## config.mk

```make
export PLATFORM = sky130hd
export DESIGN_NAME = serial_magcomp_ctrl
export DESIGN_NICKNAME = d
export VERILOG_FILES = /design/src/rtl/magcomp_pkg.sv /design/src/rtl/magc2bit.sv /design/src/rtl/serial_magcomp_ctrl.sv
export SDC_FILE = /design/constraint.sdc
export NUM_CORES = 1
export LEC_CHECK = 0
export CORE_ASPECT_RATIO = 0.9
export CORE_MARGIN = 3
export CORE_UTILIZATION = 35
export CTS_CLUSTER_SIZE = 10
export DETAILED_ROUTE_END_ITERATION = 12
export PLACE_DENSITY = 0.68
export SLEW_MARGIN = 20
export SYNTH_ARGS = -nofsm -noshare
export SYNTH_HDL_FRONTEND = slang
export SYNTH_SLANG_ARGS = --single-unit
```

## constraint.sdc

```tcl
create_clock -name clk -period 2.8 [get_ports clk]
set_clock_uncertainty 0.15 [all_clocks]
set_input_delay 0.56 -clock clk [delete_from_list [all_inputs] [get_ports clk]]
set_output_delay 0.56 -clock clk [all_outputs]
set_load 0.01 [all_outputs]
```

## src/rtl/magcomp_pkg.sv

```systemverilog
// Shared constants for the serial magnitude comparator: FSM encoding and slice result codes.
package magcomp_pkg;

    localparam int unsigned STATE_W = 2;

    localparam logic [1:0] ST_IDLE = 2'd0;
    localparam logic [1:0] ST_CMP  = 2'd1;
    localparam logic [1:0] ST_DONE = 2'd2;

    // 2-bit slice compare outcome
    localparam logic [1:0] RES_EQ = 2'b00;
    localparam logic [1:0] RES_GT = 2'b01;
    localparam logic [1:0] RES_LT = 2'b10;

endpackage

```

## src/rtl/magc2bit.sv

```systemverilog
// Combinational 2-bit magnitude comparator producing a result code.
module magc2bit
    import magcomp_pkg::*;
(
    input  logic [1:0] a,
    input  logic [1:0] b,
    output logic [1:0] code
);

    logic gt;
    logic lt;

    // MSB decides unless both MSBs match, then LSB decides
    assign gt = (a[1] & ~b[1]) | (~(a[1] ^ b[1]) & a[0] & ~b[0]);
    assign lt = (~a[1] & b[1]) | (~(a[1] ^ b[1]) & ~a[0] & b[0]);

    assign code = gt ? RES_GT : (lt ? RES_LT : RES_EQ);

endmodule

```

## src/rtl/serial_magcomp_ctrl.sv

```systemverilog
// Serial magnitude comparator: walks 2-bit slices MSB first, stops on the first difference.
module serial_magcomp_ctrl
    import magcomp_pkg::*;
#(
    parameter int unsigned WIDTH = 8
) (
    input  logic             clk,
    input  logic             rst,
    input  logic             start,
    input  logic [WIDTH-1:0] A,
    input  logic [WIDTH-1:0] B,
    output logic             busy,
    output logic             done,
    output logic             AGB,
    output logic             AEB,
    output logic             ALB
);

    localparam int unsigned SLICES   = WIDTH / 2;
    localparam int unsigned IDX_W    = (SLICES > 1) ? $clog2(SLICES) : 1;
    localparam logic [IDX_W-1:0] IDX_LAST = IDX_W'(SLICES - 1);

    logic [STATE_W-1:0] state;
    logic [STATE_W-1:0] state_n;
    logic [WIDTH-1:0]   a_q;
    logic [WIDTH-1:0]   a_n;
    logic [WIDTH-1:0]   b_q;
    logic [WIDTH-1:0]   b_n;
    logic [IDX_W-1:0]   idx;
    logic [IDX_W-1:0]   idx_n;
    logic               busy_n;
    logic               done_n;
    logic               agb_n;
    logic               aeb_n;
    logic               alb_n;

    logic [1:0] a_slice;
    logic [1:0] b_slice;
    logic [1:0] code;

    // Select the current slice [2*idx+1 : 2*idx] of the latched operands
    assign a_slice = 2'(a_q >> {idx, 1'b0});
    assign b_slice = 2'(b_q >> {idx, 1'b0});

    magc2bit u_slice_cmp (
        .a    (a_slice),
        .b    (b_slice),
        .code (code)
    );

    // Next-state, datapath and registered-output next values
    always_comb begin
        state_n = state;
        a_n     = a_q;
        b_n     = b_q;
        idx_n   = idx;
        agb_n   = AGB;
        aeb_n   = AEB;
        alb_n   = ALB;

        case (state)
            ST_IDLE: begin
                if (start) begin
                    a_n     = A;
                    b_n     = B;
                    idx_n   = IDX_LAST;
                    state_n = ST_CMP;
                end
            end
            ST_CMP: begin
                if (code != RES_EQ) begin
                    agb_n   = (code == RES_GT);
                    alb_n   = (code == RES_LT);
                    aeb_n   = 1'b0;
                    state_n = ST_DONE;
                end else if (idx == '0) begin
                    agb_n   = 1'b0;
                    alb_n   = 1'b0;
                    aeb_n   = 1'b1;
                    state_n = ST_DONE;
                end else begin
                    idx_n = idx - IDX_W'(1);
                end
            end
            ST_DONE: begin
                state_n = ST_IDLE;
            end
            default: begin
                state_n = ST_IDLE;
            end
        endcase

        // Status outputs are registered copies of what the next state implies
        busy_n = (state_n != ST_IDLE);
        done_n = (state_n == ST_DONE);
    end

    // State and output registers with synchronous reset
    always_ff @(posedge clk) begin
        if (rst) begin
            state <= ST_IDLE;
            a_q   <= '0;
            b_q   <= '0;
            idx   <= '0;
            busy  <= 1'b0;
            done  <= 1'b0;
            AGB   <= 1'b0;
            AEB   <= 1'b0;
            ALB   <= 1'b0;
        end else begin
            state <= state_n;
            a_q   <= a_n;
            b_q   <= b_n;
            idx   <= idx_n;
            busy  <= busy_n;
            done  <= done_n;
            AGB   <= agb_n;
            AEB   <= aeb_n;
            ALB   <= alb_n;
        end
    end

endmodule

```

**Yosys cells after proc, flatten, opt, wreduce, memory -nomap -nowiden**

Index checks and enable logic that the tools add are counted.

- Logic and storage cells: 57
- Bits in latches: 0
- Bits in writable memories: 0
- Memories kept: 0
- Memory bits (read-only): 0
- Input port bits: 19
- Register bits after elaboration: 25
- Output and inout bits: 5

- Div/mod/pow operators: 0
- Equality and inequality tests: 7
- Multiplexer cells: 15
- Reductions and logical operators: 9
- Multiply operators: 0
- Bitwise operators: 14
- $add $sub $neg: 1
- $lt $le $gt $ge: 0
- Shift operators: 2

Operators with widths:

| cell | number |
|---|---|
| 2-bit 2-to-1 mux | 8 |
| 8-bit by 3-bit >> shifter with 2-bit output | 2 |
| 2-bit case mux with 2 select lines | 2 |
| 2-bit nonzero test | 4 |
| 1-bit bitwise AND | 6 |
| 2-bit inequality test (second input constant) | 3 |
| 1-bit 2-to-1 mux | 5 |
| 1-bit inverter | 5 |
| 2-bit by 1-bit equality test with 1-bit output (second input constant) | 2 |
| 2-bit equality test (second input constant) | 2 |
| 2-bit zero test | 2 |
| 2-bit AND reduction | 2 |
| 4-bit AND reduction | 1 |
| 1-bit bitwise OR | 2 |
| 2-bit by 1-bit subtractor with 2-bit output (second input constant) | 1 |
| 1-bit bitwise XOR | 1 |

**Depth between registers and ports, before layout**

- Depth after elaboration: 12
- Gate-level depth with buffers: 8
- Gate-level depth less buffers: 7

**Cells and area by module**

From an unflattened synthesis, not the netlist that was laid out.

- Cell total of the unflattened synthesis: 108
- Area, all modules: 1,116.1 µm²

Modules (own cells, without submodules):

| module | cells each | times used | area an instance (µm²) |
|---|---|---|---|
| serial_magcomp_ctrl | 97 | 1 | 1,044.8 |
| magc2bit | 11 | 1 | 71.3 |

**Worst setup path before layout**

Ideal clock, no wire load.

- Path type: register to register
- Start point: register idx[0]
- End point: register idx[1]
- Period minus slack after synthesis: 2,493 ps
- Buffers on the path: 1
- Slack: 307 ps
- Data required time: 2,555 ps
- Arrival time: 2,248 ps
- Cell stages (with the launch flop): 8
- Library setup time: 95 ps
- Cell sequence: dfxtp_1 -> buf_6 -> mux4_1 -> ha_1 -> or2_1 -> a2111oi_0 -> o21ai_0 -> a221oi_1

- Cells in the longest elaborated chain, start to end: 11
- Elaborated cells between the ends (all ways): 27
- Those cells by class: add/sub: 1; eq/ne: 2; shift: 2; mux: 5; bitwise: 14; reduce/logical: 3

Ends and longest elaborated chain:

| element | RTL line | source |
|---|---|---|
| start: declaration | serial_magcomp_ctrl.sv:29 | `logic [IDX_W-1:0] idx;` |
| start signal: assignment | serial_magcomp_ctrl.sv:114 | `idx <= idx_n;` |
| 8-bit by 3-bit >> shifter with 2-bit output (on tied branches) | serial_magcomp_ctrl.sv:42, serial_magcomp_ctrl.sv:43 |  |
| 1-bit bitwise XOR | magc2bit.sv:14, magc2bit.sv:15 |  |
| 1-bit inverter | magc2bit.sv:14, magc2bit.sv:15 |  |
| 1-bit bitwise AND (2 in series) | magc2bit.sv:15 | `assign lt = (~a[1] & b[1]) \| (~(a[1] ^ b[1]) & ~a[0] & b[0]);` |
| 1-bit bitwise OR | magc2bit.sv:15 |  |
| 2-bit 2-to-1 mux (2 in series) | magc2bit.sv:17 | `assign code = gt ? RES_GT : (lt ? RES_LT : RES_EQ);` |
| 2-bit nonzero test | serial_magcomp_ctrl.sv:71 | `if (code != RES_EQ) begin` |
| 2-bit inequality test (no line) | - |  |
| 4-bit AND reduction (no line) | - |  |

Parallel ways exist; a longest one is shown, timed or not. The select of a mux whose other input is x is not followed.
A chain may end at the register's enable or synchronous reset.

**Worst setup path in the final report**

Same ends and word-level chain as after synthesis.

==> results.cfg <==
[worst_setup_path]
cp.required_ns = 2.83
path_cells = mux4_1 > ha_1 > or2_1 > a2111oi_2 > o21ai_1 > a221oi_1
crit_path_max_incr_delay_ns = 0.61
worstPathArrival_ns = 2.68
crit_fanout = 5
start_kind = flip-flop
end_kind = flip-flop
worstSetupPathType = reg2reg
slowest_stage = mux4_1

[timing]
period_share_pct = 94.9
finalHoldViolations = 0
relSlewSlack_pct = 63.9
drv_slew = 0
setup_ws_ns = 0.143
fmax_mhz = 376
min_period_ns = 2.66
setup_viol = 0
tightest_slew_ns = 0.541
rsz0062_at_grt = no

[detailed_routing]
ant_nets = 0
wl_per_cell_um = 12.7
drtIter0Drc = 31
wl_um = 2530
vias = 1009
firstDrtPassIters = 4
vias_per_cell = 5.07
drc = 0

[cts]
worst_skew_pair.late_latency_ns = 0.27
post-cts-setup-buffer-count = 0
cts_made_buffers = 3
cts_max_path_buffers = 2
holdBufCountCts = 0
clkSinkCount = 25
cts.clk_slew.worst_paths_ns = 0.09
cts-root-buf = clkbuf_8
cts_tree = built
cts_max_level = 1

[die]
start_util_pct = 37.9
die_x_um = 67.7
io_pins = 24
rows = 19
die_height_um = 61.5
die_area_um2 = 4160
coreArea_um2 = 3160

[place]
post-dp-hpwl_um = 1980
numPortBuffers = 23
dp.cells = 195
gp_congestion = 0.846
dp_slack_ns = -0.0272

[global_routing]
grt_start_max_net_pins = 20
grt.overflow.total = 0
first_global_vias = 1008
grt_antenna_before_repair = 0
grt_usage_pct = 13.5
grt_pass1_wl_um = 4340

[pwr]
p_per_area_nw_per_um2 = 739
power_w = 0.00112
leakagePower_nw = 0.562
vdd_drop_max_v = 0.000382

[cells_and_area]
seqCellArea_um2 = 502
area_growth_pct = 26.5
fin_nets = 180
final_cells = 199
drive_above_1_share_pct = 8.92
layout_common_cells = nand2_1 (35), dfxtp_1 (24), clkdlybuf4s50_1 (23)
diodes = 0
multi_input_comb_area_um2 = 641
mostFrequentLayoutCell = nand2_1
utilization_pct = 47.9
fillers = 316

[logic_synthesis]
yosys.area.top_type = dfxtp_1
synth-edff-count = 0
ys.flop_type = dfxtp_1
netlist_area_um2 = 1200
async_flop_share_pct = 0
synth_top_area_share_pct = 41.8
avgSynthCellArea_um2 = 8.87
syn_nets = 157
synth-warning-count = 0
yosysSeqAreaShare_pct = 41.8
synthCells = 135
ys_types = 30
synth_area_leaders = dfxtp_1 (42%), nand2_1 (11%), a21oi_1 (7.5%), mux4_1 (6.6%), mux4_2 (3.8%)
yosys_register_bits = 25

[worst_hold_path]
hold_class = reg2reg

[outcome]
outcome = finished clean

[flow_run]
drv_cap = 0
-- timing repair --
| action | CTS | global route |
|---|---|---|
| cloned | 0 | 0 |
| setup endpoints to repair | 1 | 2 |
| resized for setup | 1 | 3 |
-- critical path: cells and delay by family, from the launching register on --
family / cells / cell delay (ns)
flip-flops: 1 / 0.42
AO/OA/AOI/OAI: 3 / 0.84
AND/OR/NAND/NOR: 1 / 0.31
adder cells (fa/ha/maj): 1 / 0.23
multiplexers: 1 / 0.61
-- cells in the mapped netlist (2+ instances only) --
cell type  number
nand2_1        35
dfxtp_1        25
a21oi_1        18
clkbuf_1        6
inv_1           6
nor2b_1         4
xnor2_1         4
ha_1            3
mux4_1          3
nand2b_1        3
o21ai_0         3
a2111oi_0       2
a211oi_1        2
and2_1          2
mux4_2          2
nor2_1          2
nor3_1          2
-- worst paths after layout --
path | cells after the start | slack (ns) | to | startpoint
worst max-delay path | 6 | 0.14 | idx[1] | idx[0]
worst min-delay path | 2 | 0.31 | b_q[3] | b_q[3]
worst max register to register | 6 | 0.14 | idx[1] | idx[0]
worst min register to register | 2 | 0.31 | b_q[3] | b_q[3]
-- state kept, by name, indices dropped and copies added, names as in the netlist --
name / count
a_q: 8
b_q: 8
idx: 2
state: 2
AEB: 1
AGB: 1
ALB: 1
busy: 1
done: 1
-- report_power, final --
group	leakage [nW]	switching, W	internal, W
clock	0.0255	0.000113	0.0000995
sequential	0.206	0.0000595	0.000418
combinational	0.331	0.000218	0.000213
total	0.562	0.000390	0.000730
-- cell type report --
cell class	instances	area share (%)
multi-input cells	96	42.3
flip-flops and latches	25	33.1
repair buffers	25	16.2
well taps	42	3.47
clock buffers	3	2.73
inverters	7	1.90
clock inverters	1	0.330
-- through the flow --
stage / hold WS, ns / cell area [µm²] / setup TNS (ns)
2_1_floorplan: 0.282 / 1200 / 0
3_3_place_gp: 0.296 / 1460 / 0
3_5_place_dp: 0.300 / 1460 / -0.0272
4_1_cts: 0.313 / 1510 / 0
5_1_grt: 0.337 / 1520 / 0
6_report: 0.310 / 1520 / 0
-- logic make-up (layout without fill, tap and decap cells) --
logic type / Yosys count / count (layout) / synth area share [%]
mux: 5 / 5 / 10.3
compound gates: 32 / 32 / 17.2
buf+inv: 14 / 36 / 5.22
flops: 25 / 25 / 41.8
fa+ha+maj: 3 / 3 / 3.14
xor+xnor: 4 / 4 / 2.93
simple gates: 52 / 52 / 19.3
-- routing by layer --
layer	GRT usage (%)	wire length, µm
met1	15.2	1120
met2	25.8	1250
met3	4.01	147
met4	1.73	11
met5	0	0
(Power assumes the default switching activity.)
